$ cat src/rtl/ckbuf_gate_ctrl.sv
// ckbuf_gate_ctrl -- clock-buffer gating controller.
//   Enables a clock-buffer core while any requester (or force_on_i) wants the
//   clock. It warms the buffer up for WARM_CYC cycles before the first grant
//   and keeps it on for HOLD_CYC idle cycles before turning it off again.
//   Optional stats counter: define CKBUF_GATE_CTRL_STATS_EN.
// Ports:
//   clk_i        clock, rising edge
//   rst_n_i      async active-low reset
//   req_i        [NREQ] per-requester level request
//   force_on_i   keep the buffer enabled regardless of requests
//   stats_clr_i  (stats build only) synchronous clear of en_cycles_o
//   en_cycles_o  (stats build only) saturating count of enabled cycles
//   ckbuf_en_o   registered buffer enable
//   ack_o        [NREQ] registered per-requester grant
//   state_o      FSM state: 0=IDLE 1=WARMUP 2=ON 3=HOLD

// Per-requester grant flop: grant while requesting and the FSM heads to ON.
module ckbuf_ack_cell (
  input  logic clk_i,
  input  logic rst_n_i,
  input  logic req_i,
  input  logic on_d_i,
  output logic ack_o
);
  always_ff @(posedge clk_i or negedge rst_n_i)
    if (!rst_n_i) ack_o <= 1'b0;
    else          ack_o <= req_i & on_d_i;
endmodule

module ckbuf_gate_ctrl #(
  parameter int NREQ     = 4,
  parameter int WARM_CYC = 4,
  parameter int HOLD_CYC = 8
) (
  input  logic            clk_i,
  input  logic            rst_n_i,
  input  logic [NREQ-1:0] req_i,
  input  logic            force_on_i,
`ifdef CKBUF_GATE_CTRL_STATS_EN
  input  logic            stats_clr_i,
  output logic [15:0]     en_cycles_o,
`endif
  output logic            ckbuf_en_o,
  output logic [NREQ-1:0] ack_o,
  output logic [1:0]      state_o
);

  typedef enum logic [1:0] {
    IDLE   = 2'd0,
    WARMUP = 2'd1,
    ON     = 2'd2,
    HOLD   = 2'd3
  } state_e;

  localparam logic [7:0] WARM_LD = 8'(WARM_CYC - 1);
  // HOLD_CYC=0 bypasses HOLD entirely, so the load value is never used then.
  localparam logic [7:0] HOLD_LD = (HOLD_CYC == 0) ? 8'd0 : 8'(HOLD_CYC - 1);

  state_e     state_q, state_d;
  logic [7:0] cnt_q, cnt_d;
  logic       en_q;
  logic       wake;

  assign wake = (|req_i) | force_on_i;

  always_comb begin
    state_d = state_q;
    cnt_d   = cnt_q;
    unique case (state_q)
      IDLE:
        if (wake) begin
          state_d = WARMUP;
          cnt_d   = WARM_LD;
        end
      // Warm-up always runs to completion; wake is only looked at once in ON.
      WARMUP:
        if (cnt_q == 8'd0) state_d = ON;
        else               cnt_d   = cnt_q - 8'd1;
      ON:
        if (!wake) begin
          if (HOLD_CYC == 0) state_d = IDLE;
          else begin
            state_d = HOLD;
            cnt_d   = HOLD_LD;
          end
        end
      // A returning request wins over counter expiry: back to ON, no warm-up.
      HOLD:
        if (wake)                state_d = ON;
        else if (cnt_q == 8'd0)  state_d = IDLE;
        else                     cnt_d   = cnt_q - 8'd1;
      default: state_d = IDLE;
    endcase
  end

  always_ff @(posedge clk_i or negedge rst_n_i)
    if (!rst_n_i) begin
      state_q <= IDLE;
      cnt_q   <= 8'd0;
      en_q    <= 1'b0;
    end else begin
      state_q <= state_d;
      cnt_q   <= cnt_d;
      en_q    <= (state_d != IDLE);
    end

  for (genvar k = 0; k < NREQ; k++) begin : g_ack
    ckbuf_ack_cell u_ack (
      .clk_i  (clk_i),
      .rst_n_i(rst_n_i),
      .req_i  (req_i[k]),
      .on_d_i (state_d == ON),
      .ack_o  (ack_o[k])
    );
  end

  assign ckbuf_en_o = en_q;
  assign state_o    = state_q;

`ifdef CKBUF_GATE_CTRL_STATS_EN
  logic [15:0] en_cycles_q;

  always_ff @(posedge clk_i or negedge rst_n_i)
    if (!rst_n_i)                        en_cycles_q <= 16'd0;
    else if (stats_clr_i)                en_cycles_q <= 16'd0;
    else if (en_q && en_cycles_q != 16'hFFFF) en_cycles_q <= en_cycles_q + 16'd1;

  assign en_cycles_o = en_cycles_q;
`endif

endmodule

$ cat config.mk
export PLATFORM = sky130hd
export DESIGN_NAME = ckbuf_gate_ctrl
export DESIGN_NICKNAME = d
export VERILOG_FILES = /design/src/rtl/ckbuf_gate_ctrl.sv
export SDC_FILE = /design/constraint.sdc
export NUM_CORES = 1
export LEC_CHECK = 0
export CORE_ASPECT_RATIO = 1.2
export CORE_UTILIZATION = 50
export CTS_CLUSTER_SIZE = 16
export DETAILED_ROUTE_END_ITERATION = 8
export PLACE_DENSITY = 0.87
export RECOVER_POWER = 100
export SYNTH_ARGS = -nofsm -noshare
export SYNTH_HDL_FRONTEND = slang
export SYNTH_SLANG_ARGS = --single-unit
$ cat constraint.sdc
create_clock -name clk_i -period 2.1 [get_ports clk_i]
set_input_delay 0.42 -clock clk_i [delete_from_list [all_inputs] [get_ports clk_i]]
set_output_delay 0.42 -clock clk_i [all_outputs]
set_load 0.02 [all_outputs]
==> flow_metrics.env, run 1 <==
export IMPL_placementRows=15
export IMPL_rsz_0062_raised_after_global_routing="no"
export IMPL_floorplan_io_pins=14
export IMPL_clockRootBuffer="sky130_fd_sc_hd__clkbuf_4"
export IMPL_reg2reg_depth=6
export IMPL_leakage_nw=0.466
export IMPL_grt_first_pass_wirelength_um=2830
export IMPL_r2r_start="cnt_q[0]"
export IMPL_cts_tree="done"
export IMPL_first_global_vias=682
export IMPL_num_vias=741
export IMPL_arrival_time_worst_endpoint_ps=2240
export IMPL_post_drt_wl_per_cell_um=14.4
export IMPL_post_cts_setup_buffers=0
export IMPL_postCtsHoldBufs=0
export IMPL_core_outline_area_um2=1500
export IMPL_startpoint_type="input pin"
export IMPL_synth_compound_area_share_pct=15.4
export IMPL_cts_htree_levels=1
export IMPL_synth_top_cells_by_area="sky130_fd_sc_hd__dfrtp_1 45%, sky130_fd_sc_hd__nor2b_1 4.5%, sky130_fd_sc_hd__nand4_1 3.7%"
export IMPL_clock_sinks=15
export IMPL_yosys_area_top_type="sky130_fd_sc_hd__dfrtp_1"
export IMPL_cts_inserted_buffers=3
export IMPL_synth_top_family_by_area="simple AND/OR/NAND/NOR gates"
export IMPL_post_synthesis_mux_area_share_pct=3.59
export IMPL_detail_route_iter0_violations=39
export IMPL_drt_drc_violations_left=0
export IMPL_grt_usage_pct=22.5
export IMPL_grt_remaining_overflow=0
export IMPL_worst_hold_path_type="register to register"
export IMPL_hold_violations=0
export IMPL_switching_share_pct=26.3
export IMPL_finalMaxSlewViolations=0
export IMPL_synth_cell_type_count=33
export IMPL_achievable_frequency_ghz=0.494
export IMPL_drv_max_cap_violation_count=0
export IMPL_status="complete, no violations"
export IMPL_yosys_area_share_xor_xnor_pct=0
export IMPL_post_synth_inst_count=87
export IMPL_reg2reg_slack_ps=160
export IMPL_die_height_um=46.8
export IMPL_power_frac_comb_pct=13.5
export IMPL_power_density_cell_area_nw_per_um2=536
export IMPL_yosysTopAreaCellShare_pct=44.8
export IMPL_yosysSeqAreaShare_pct=44.8
export IMPL_required_ps=2310
export IMPL_synth_simple_area_share_pct=25.9
export IMPL_cellInternalPower_mw=0.413
export IMPL_nNetsFinal=117
export IMPL_postSynth_topFlopCell="sky130_fd_sc_hd__dfrtp_1"
export IMPL_route_antenna_remaining_nets=0
export IMPL_layout_overhead_on_the_synthesized_area_pct=24.8
export IMPL_hold_path_end="cnt_q[0]"
export IMPL_synth_avg_cell_area_um2=9.62
export IMPL_finalWorstPathRequiredPeriod_ps=2030
export IMPL_pwr_share_seq_pct=56.1
export IMPL_clockPowerShare_pct=30.4
export IMPL_detail_route_vias_per_cell=5.98
export IMPL_post_synth_adder_cell_area_pct=2.99
export IMPL_drt_pre_antenna_iters=5
export IMPL_hpwl_um=1320
export IMPL_initial_antenna_violation_count=0
export IMPL_critical_path_endpoint_type="register"
export IMPL_grt_max_degree=16
export IMPL_dieWidth_um=39.4
export IMPL_worstSkewPairLatency_ps=300
export IMPL_critPathKind="input pin to register"
export IMPL_skew_ps=9.36
export IMPL_synth_most_common_cell="sky130_fd_sc_hd__dfrtp_1"
export IMPL_ir_worst_vdd_v=0.000336
export IMPL_holdPathStages=1
export IMPL_tightestPinTransition_ps=678
export IMPL_cts_resized=0
export IMPL_count_of_buffers_from_port_buffering=13
export IMPL_synth_area_um2=837
export IMPL_setup_violations=0
export IMPL_post_syn_nets=96
export IMPL_clk_pin_slew_worst_paths_ps=100
export IMPL_max_clock_path_buffers=2
export IMPL_n_antenna_cell=0
export IMPL_placement_setup_worst_slack_ps=-203
export IMPL_async_flop_share_pct=100
export IMPL_worst_hold_startpoint="cnt_q[0]"
export IMPL_die_area_um2=1840
export IMPL_netSwitchingPower_mw=0.147
export IMPL_ys_warnings_count=0
export IMPL_p_total_mw=0.560
export IMPL_route_final_wire_length_um=1780
export IMPL_reg2reg_to="cnt_q[4]"
export IMPL_synth_edff_count=0
export IMPL_synth_commonest_cells="15 x sky130_fd_sc_hd__dfrtp_1, 6 x sky130_fd_sc_hd__inv_1, 6 x sky130_fd_sc_hd__nor2b_1, 5 x sky130_fd_sc_hd__nand4_1, 5 x sky130_fd_sc_hd__nor3_1"
export IMPL_timing_critical_path_fanout_max=6
export IMPL_initial_utilization_pct=55.8
export IMPL_gp_congestion=0.826
export IMPL_setup_slack_ps=74.6
export IMPL_max_slew_headroom_pct=54.6
export IMPL_finalCritPeriodShare_pct=96.4
export IMPL_final_layout_size_suffix_gt1_share_pct=15.9
export IMPL_synth_ff_latch_count=15
[layout make-up]
type / instances / area, um^2
Fill cell: 110 / 457
Multi-Input combinational cell: 60 / 400
Sequential cell: 15 / 375
Timing Repair Buffer: 22 / 198
Clock buffer: 3 / 22.5
Inverter: 6 / 22.5
Tap cell: 17 / 21.3
Clock inverter: 1 / 5.00
[layer usage]
metal / vias up / track usage (%) / part of all wire [%]
li1: 362 / - / -
met4: 0 / 8.28 / 1.1
met2: 21 / 34.7 / 49
met5: - / 0 / 0
met3: 3 / 4.27 / 4.1
met1: 355 / 31.5 / 46
[worst max-delay path by stage]
stage                  start       end  slack, ps  cells past startpoint
finish              req_i[1]  cnt_q[5]         70                      5
global route        req_i[1]  cnt_q[5]         10                      5
CTS                 req_i[1]  cnt_q[5]         80                      5
detailed placement  req_i[1]  cnt_q[5]       -200                      5
global placement    req_i[1]  cnt_q[5]       -140                      5
floorplan           req_i[1]  cnt_q[5]        360                      5
[power groups by stage]
stage | Clock [mW] | Combinational (mW) | Sequential (mW)
3_5_place_dp | 0 | 0.0779 | 0.320
2_1_floorplan | 0 | 0.0410 | 0.317
4_1_cts | 0.170 | 0.0783 | 0.314
5_1_grt | 0.183 | 0.0835 | 0.316
3_3_place_gp | 0 | 0.0743 | 0.319
6_report | 0.170 | 0.0756 | 0.314
[cells by family after synthesis]
| logic type | after synthesis |
|---|---|
| flip-flops | 15 |
| buffers and inverters | 12 |
| AO/OA/AOI/OAI | 18 |
| multiplexers | 3 |
| AND/OR/NAND/NOR | 37 |
| adder cells (fa/ha/maj) | 2 |
[registers in the layout, indices dropped and copies added (netlist names)]
signal             cells
cnt_q                  8
g_ack.u_ack.ack_o      4
state_o                2
ckbuf_en_o             1
[critical path, cell delays in order]
cell                              delay (ps)
sky130_fd_sc_hd__clkdlybuf4s50_1         420
sky130_fd_sc_hd__or3_4                   390
sky130_fd_sc_hd__or4_1                   610
sky130_fd_sc_hd__nand4_1                 190
sky130_fd_sc_hd__mux2i_1                 210
[stage by stage]
stage | utilization (%) | hold slack (ps) | setup TNS, ps | cells | instance area, um^2
after global routing | 69.6 | 548 | 0 | 124 | 1040
after floorplan | - | 124 | 0 | 87 | 837
after CTS | 69.6 | 527 | 0 | 124 | 1040
after global placement | 67.8 | 492 | -904 | 120 | 1020
final | 69.6 | 537 | 0 | 124 | 1040
after detailed placement | 67.8 | 510 | -1330 | 120 | 1020
[cell usage in the layout (no fill, tap or decap)]
| cell type | n |
|---|---|
| sky130_fd_sc_hd__and3_1 | 1 |
| sky130_fd_sc_hd__nor2_1 | 4 |
| sky130_fd_sc_hd__nand2b_1 | 1 |
| sky130_fd_sc_hd__a21oi_1 | 2 |
| sky130_fd_sc_hd__nand4b_1 | 1 |
| sky130_fd_sc_hd__o31ai_1 | 4 |
| sky130_fd_sc_hd__ha_1 | 2 |
| sky130_fd_sc_hd__a21boi_0 | 2 |
| sky130_fd_sc_hd__nor2b_1 | 6 |
| sky130_fd_sc_hd__or3_4 | 1 |
| sky130_fd_sc_hd__dlygate4sd3_1 | 8 |
| sky130_fd_sc_hd__clkdlybuf4s50_1 | 5 |
| sky130_fd_sc_hd__or3_1 | 1 |
| sky130_fd_sc_hd__clkbuf_4 | 3 |
| sky130_fd_sc_hd__a22o_1 | 2 |
| sky130_fd_sc_hd__nand2_2 | 1 |
| sky130_fd_sc_hd__buf_4 | 9 |
| sky130_fd_sc_hd__dfrtp_1 | 15 |
| sky130_fd_sc_hd__nor4bb_1 | 1 |
| sky130_fd_sc_hd__nor4_1 | 1 |
| sky130_fd_sc_hd__o21ai_1 | 1 |
| sky130_fd_sc_hd__inv_1 | 6 |
| sky130_fd_sc_hd__mux2i_1 | 3 |
| sky130_fd_sc_hd__a31o_2 | 1 |
| sky130_fd_sc_hd__o21ai_0 | 3 |
| sky130_fd_sc_hd__nand2_1 | 4 |
| sky130_fd_sc_hd__clkinv_2 | 1 |
| sky130_fd_sc_hd__nor3_1 | 5 |
| sky130_fd_sc_hd__nand3_1 | 2 |
| sky130_fd_sc_hd__a32o_1 | 1 |
| sky130_fd_sc_hd__or2_2 | 1 |
| sky130_fd_sc_hd__nand4_1 | 5 |
| sky130_fd_sc_hd__o221ai_1 | 1 |
| sky130_fd_sc_hd__or4_1 | 2 |
| sky130_fd_sc_hd__a32oi_1 | 1 |
(Power assumes the default switching activity.)
==> inputs of run 2 (changes only) <==
--- a/config.mk
+++ b/config.mk
@@ -6,6 +6,7 @@
 export NUM_CORES = 1
 export LEC_CHECK = 0
 export CORE_ASPECT_RATIO = 1.2
+export CORE_MARGIN = 2
 export CORE_UTILIZATION = 50
 export CTS_CLUSTER_SIZE = 16
 export DETAILED_ROUTE_END_ITERATION = 8
==> run 2 against run 1 <==
Against the previous run:
- critical path depth did not move
- core utilization fell by 5.2 points
- sequential share of layout area rose by 0.48 points
- via count fell by 0.54%
- critical path type unchanged
- total power fell by 0.15%
- largest cell class unchanged
- setup slack got worse by 22 ps
- sequential cell count did not move
- non-clock buffer count fell by 2
- clock power barely moved
==> flow_metrics.env, run 2 (same netlist as run 1, synthesis figures left out) <==
export IMPL_clk_pin_slew_worst_paths_ps=90
export IMPL_detail_route_vias_per_cell=5.99
export IMPL_route_antenna_remaining_nets=0
export IMPL_floorplan_io_pins=14
export IMPL_grt_max_degree=16
export IMPL_holdPathStages=1
export IMPL_reg2reg_to="cnt_q[2]"
export IMPL_first_global_vias=766
export IMPL_fillCellCount=140
export IMPL_num_vias=737
export IMPL_detail_route_iter0_violations=21
export IMPL_dieWidth_um=41.4
export IMPL_gp_congestion=0.864
export IMPL_status="complete, no violations"
export IMPL_total_placed_instance_area_um2=1000
export IMPL_hpwl_um=1360
export IMPL_drt_pre_antenna_iters=4
export IMPL_multiInputGateArea_um2=400
export IMPL_finalCritPeriodShare_pct=97.5
export IMPL_critical_path_endpoint_type="register"
export IMPL_leakage_nw=0.454
export IMPL_required_ps=2260
export IMPL_r2r_start="cnt_q[0]"
export IMPL_p_total_mw=0.559
export IMPL_postCtsHoldBufs=0
export IMPL_die_area_um2=2020
export IMPL_core_outline_area_um2=1600
export IMPL_startpoint_type="input pin"
export IMPL_finalWorstPathRequiredPeriod_ps=2050
export IMPL_post_route_cell_area_um2=1030
export IMPL_seqCellArea_um2=375
export IMPL_hold_path_end="cnt_q[0]"
export IMPL_clockRootBuffer="sky130_fd_sc_hd__clkbuf_4"
export IMPL_drv_max_cap_violation_count=0
export IMPL_arrival_time_worst_endpoint_ps=2200
export IMPL_mostFrequentLayoutCells="15 x sky130_fd_sc_hd__dfrtp_1, 8 x sky130_fd_sc_hd__dlygate4sd3_1, 7 x sky130_fd_sc_hd__buf_4"
export IMPL_grt_usage_pct=23.2
export IMPL_clock_sinks=15
export IMPL_initial_utilization_pct=52.3
export IMPL_grt_remaining_overflow=0
export IMPL_count_of_buffers_from_port_buffering=13
export IMPL_setup_total_negative_slack_ps=0
export IMPL_die_height_um=48.8
export IMPL_max_slew_headroom_pct=54.9
export IMPL_layout_overhead_on_the_synthesized_area_pct=23.2
export IMPL_route_final_wire_length_um=1940
export IMPL_drt_drc_violations_left=0
export IMPL_post_drt_wl_per_cell_um=15.7
export IMPL_reg2reg_depth=7
export IMPL_final_layout_size_suffix_gt1_share_pct=14.3
export IMPL_nNetsFinal=115
export IMPL_initial_antenna_violation_count=0
export IMPL_hold_violations=0
export IMPL_achievable_frequency_ghz=0.488
export IMPL_critPathKind="input pin to register"
export IMPL_cts_tree="done"
export IMPL_tightestPinTransition_ps=674
export IMPL_reg2reg_slack_ps=210
export IMPL_cts_htree_levels=1
export IMPL_setup_violations=0
export IMPL_n_antenna_cell=0
export IMPL_finalMaxSlewViolations=0
export IMPL_worst_hold_path_type="register to register"
export IMPL_regMostFlops="cnt_q"
export IMPL_cts_inserted_buffers=3
export IMPL_flip_flop_count_of_the_largest_register_after_layout=8
export IMPL_ir_worst_vdd_v=0.000358
export IMPL_max_clock_path_buffers=2
export IMPL_most_common_cell_after_layout_fill_and_taps_aside="sky130_fd_sc_hd__dfrtp_1"
export IMPL_skew_ps=2.93
export IMPL_power_density_cell_area_nw_per_um2=542
export IMPL_worst_hold_startpoint="cnt_q[0]"
export IMPL_worstSkewPairLatency_ps=290
export IMPL_placementRows=16
export IMPL_grt_first_pass_wirelength_um=3260
export IMPL_timing_critical_path_fanout_max=6
-- run 2: final cells by class --
class                           count  area share (%)
Clock buffer                        3            2.18
Clock inverter                      1           0.485
Inverter                            6            2.18
Multi-Input combinational cell     60            38.8
Sequential cell                    15            36.4
Tap cell                           18            2.18
Timing Repair Buffer               20            17.7
-- run 2: through the flow --
| stage | std cells | util [%] | worst slack, ps | hold slack [ps] |
|---|---|---|---|---|
| after floorplan | 87 | - | 358 | 124 |
| after global placement | 119 | 62.7 | -149 | 487 |
| after detailed placement | 119 | 62.7 | -210 | 511 |
| after CTS | 123 | 64.4 | 95.2 | 523 |
| after global routing | 123 | 64.4 | -13.1 | 565 |
| final | 123 | 64.4 | 52.7 | 535 |
-- run 2: report_power, final --
| group | leakage, nW | switching, mW | internal [mW] | total (mW) |
|---|---|---|---|---|
| registers | 0.178 | 0.0129 | 0.302 | 0.314 |
| clock network | 0.0177 | 0.0977 | 0.0709 | 0.169 |
| logic | 0.259 | 0.0379 | 0.0379 | 0.0758 |
| total | 0.454 | 0.149 | 0.410 | 0.559 |
-- run 2: worst max-delay path: stages --
cell                              delay, ps
sky130_fd_sc_hd__clkdlybuf4s50_1        430
sky130_fd_sc_hd__or3_4                  400
sky130_fd_sc_hd__or4_1                  610
sky130_fd_sc_hd__nand3_1                220
sky130_fd_sc_hd__o21ai_0                120
-- run 2: timing repair --
item                       CTS  global route
gates resized for setup      0             1
setup endpoints to repair    0             1
buffers inserted             0             0
-- run 2: worst max-delay path by stage --
stage	from	end
final	req_i[1]	ckbuf_en_o
after CTS	req_i[1]	cnt_q[5]
after floorplan	req_i[1]	cnt_q[5]
after global placement	req_i[1]	ckbuf_en_o
after detailed placement	req_i[1]	ckbuf_en_o
after global routing	req_i[1]	cnt_q[5]
-- run 2: layer usage --
layer  up-vias  global-route usage, %  part of all wire [%]  routed length [um]
met3         6                   5.02                   2.9                  56
met5         -                      0                     0                   0
met4         0                   8.60                   1.7                  33
met1       358                   29.9                    40                 782
li1        354                      -                     -                   -
met2        19                   36.7                    55                1070
==> inputs of run 3 (changes only) <==
--- a/config.mk
+++ b/config.mk
@@ -5,12 +5,14 @@
 export SDC_FILE = /design/constraint.sdc
 export NUM_CORES = 1
 export LEC_CHECK = 0
+export CELL_PAD_IN_SITES_DETAIL_PLACEMENT = 1
+export CELL_PAD_IN_SITES_GLOBAL_PLACEMENT = 2
 export CORE_ASPECT_RATIO = 1.2
 export CORE_MARGIN = 2
-export CORE_UTILIZATION = 50
+export CORE_UTILIZATION = 31
 export CTS_CLUSTER_SIZE = 16
 export DETAILED_ROUTE_END_ITERATION = 8
-export PLACE_DENSITY = 0.87
+export PLACE_DENSITY = 0.86
 export RECOVER_POWER = 100
 export SYNTH_ARGS = -nofsm -noshare
 export SYNTH_HDL_FRONTEND = slang
==> run 3 against run 2 <==
Against the previous run:
- critical path depth is the same
- clock power is essentially flat
- clock skew grew 6.5 ps
- non-clock buffer count is 3 higher
- sequential cell count unchanged
- total power rose by 0.18%
- die area grew 55%
- cell area increased by 3.2%
- routed wire length increased by 6.6%
- first-iteration DRC count increased by 9.5%
- via count rose by 4.3%
==> flow_metrics.env, run 3 (same netlist as run 1, synthesis figures left out) <==
export IMPL_grt_max_degree=16
export IMPL_cts_inserted_buffers=3
export IMPL_reg2reg_to="cnt_q[2]"
export IMPL_placement_setup_worst_slack_ps=-190
export IMPL_detail_route_iter0_violations=23
export IMPL_num_vias=769
export IMPL_flip_flop_count_of_the_largest_register_after_layout=8
export IMPL_arrival_time_worst_endpoint_ps=2200
export IMPL_p_total_mw=0.560
export IMPL_finalWorstPathRequiredPeriod_ps=1980
export IMPL_finalMaxSlewViolations=0
export IMPL_timing_critical_path_fanout_max=6
export IMPL_cts_htree_levels=1
export IMPL_worstSkewPairLatency_ps=300
export IMPL_startpoint_type="input pin"
export IMPL_mostFrequentLayoutCells="15 x sky130_fd_sc_hd__dfrtp_1, 8 x sky130_fd_sc_hd__dlygate4sd3_1, 6 x sky130_fd_sc_hd__inv_1, 6 x sky130_fd_sc_hd__nor2b_1, 6 x sky130_fd_sc_hd__buf_4"
export IMPL_setup_slack_ps=120
export IMPL_count_of_buffers_from_port_buffering=13
export IMPL_postCtsHoldBufs=0
export IMPL_die_height_um=60.9
export IMPL_final_layout_size_suffix_gt1_share_pct=15.7
export IMPL_setup_violations=0
export IMPL_r2r_start="cnt_q[0]"
export IMPL_required_ps=2320
export IMPL_post_route_cell_area_um2=1060
export IMPL_leakage_nw=0.466
export IMPL_cpPeakStageDelay_ps=600
export IMPL_worst_hold_path_type="register to register"
export IMPL_rsz_0062_raised_after_global_routing="no"
export IMPL_drt_drc_violations_left=0
export IMPL_critPathKind="input pin to register"
export IMPL_finalCritPeriodShare_pct=94.3
export IMPL_status="complete, no violations"
export IMPL_cts_tree="done"
export IMPL_worst_path_dominant_cell_family="simple AND/OR/NAND/NOR gates"
export IMPL_worstPathCellList="clkdlybuf4s50_1 > or3_4 > or4_1 > nand4_1 > mux2i_1"
export IMPL_clockRootBuffer="sky130_fd_sc_hd__clkbuf_4"
export IMPL_detail_route_vias_per_cell=5.45
export IMPL_skew_ps=9.42
export IMPL_grt_first_pass_wirelength_um=3600
export IMPL_achievable_frequency_ghz=0.505
export IMPL_tightestPinTransition_ps=812
export IMPL_n_antenna_cell=0
export IMPL_post_drt_wl_per_cell_um=14.6
export IMPL_first_global_vias=802
export IMPL_clock_sinks=15
export IMPL_max_clock_path_buffers=2
export IMPL_drv_max_cap_violation_count=0
export IMPL_hold_violations=0
export IMPL_grt_remaining_overflow=0
export IMPL_core_outline_area_um2=2550
export IMPL_fillCellCount=310
export IMPL_initial_utilization_pct=32.8
export IMPL_grt_usage_pct=16.1
export IMPL_floorplan_io_pins=14
export IMPL_max_slew_headroom_pct=45.9
export IMPL_hpwl_um=1580
export IMPL_most_common_cell_after_layout_fill_and_taps_aside="sky130_fd_sc_hd__dfrtp_1"
export IMPL_regMostFlops="cnt_q"
export IMPL_crit_buf_inv=1
export IMPL_reg2reg_slack_ps=220
export IMPL_layout_overhead_on_the_synthesized_area_pct=27.1
export IMPL_critical_path_endpoint_type="register"
export IMPL_drt_pre_antenna_iters=5
export IMPL_route_antenna_remaining_nets=0
export IMPL_cts_resized=0
export IMPL_total_placed_instance_area_um2=1040
export IMPL_nNetsFinal=118
export IMPL_power_density_cell_area_nw_per_um2=526
export IMPL_die_area_um2=3130
export IMPL_route_final_wire_length_um=2060
export IMPL_initial_antenna_violation_count=0
export IMPL_reg2reg_depth=7
export IMPL_setup_total_negative_slack_ps=0
export IMPL_worst_hold_startpoint="cnt_q[0]"
export IMPL_dieWidth_um=51.4
export IMPL_clk_pin_slew_worst_paths_ps=90
export IMPL_holdPathStages=1
export IMPL_ir_worst_vdd_v=0.000273
export IMPL_worst_path_max_delay_cell="sky130_fd_sc_hd__or4_1"
export IMPL_hold_path_end="cnt_q[0]"
export IMPL_gp_congestion=0.784
export IMPL_placementRows=20
export IMPL_whs_ps=502
export IMPL_post_cts_setup_buffers=0
[run 3: cell types whose count changed in the layout (fill, tap and decap cells not counted), sizes merged]
cell,previous run,this run
buf,7,6
clkbuf,3,7
[run 3: cell type report]
cell class,instances,area [um^2],share of cell area (%)
Tap cell,33,41.3,3.88
Timing Repair Buffer,23,196,18.5
Multi-Input combinational cell,60,400,37.6
Inverter,6,22.5,2.12
Sequential cell,15,375,35.3
Clock buffer,3,22.5,2.12
Clock inverter,1,5.00,0.471
[run 3: per-layer routing]
| layer | wire, um | GRT usage [%] |
|---|---|---|
| met3 | 81 | 3.94 |
| met4 | 39 | 9.02 |
| met2 | 1030 | 26.2 |
| met5 | 0 | 0 |
| met1 | 910 | 19.6 |
[run 3: how the worst max path moves through the flow]
| stage | start | to | slack (ps) | cells past startpoint |
|---|---|---|---|---|
| finish | req_i[1] | cnt_q[5] | 120 | 5 |
| global route | req_i[1] | cnt_q[3] | 20 | 5 |
| CTS | req_i[1] | cnt_q[3] | 110 | 5 |
| detailed placement | req_i[1] | ckbuf_en_o | -190 | 5 |
| global placement | req_i[1] | ckbuf_en_o | -170 | 5 |
| floorplan | req_i[1] | cnt_q[5] | 360 | 5 |
[run 3: power by group]
part	switching, mW	internal [mW]	leakage (nW)
Clock	0.0983	0.0711	0.0177
Combinational	0.0370	0.0388	0.270
Sequential	0.0130	0.302	0.178
Total	0.148	0.411	0.466
[run 3: per-stage QoR]
step | std cells | utilization (%)
floorplan | 87 | -
global placement | 137 | 40.9
detailed placement | 137 | 40.9
CTS | 141 | 42.0
global route | 141 | 41.7
finish | 141 | 41.7
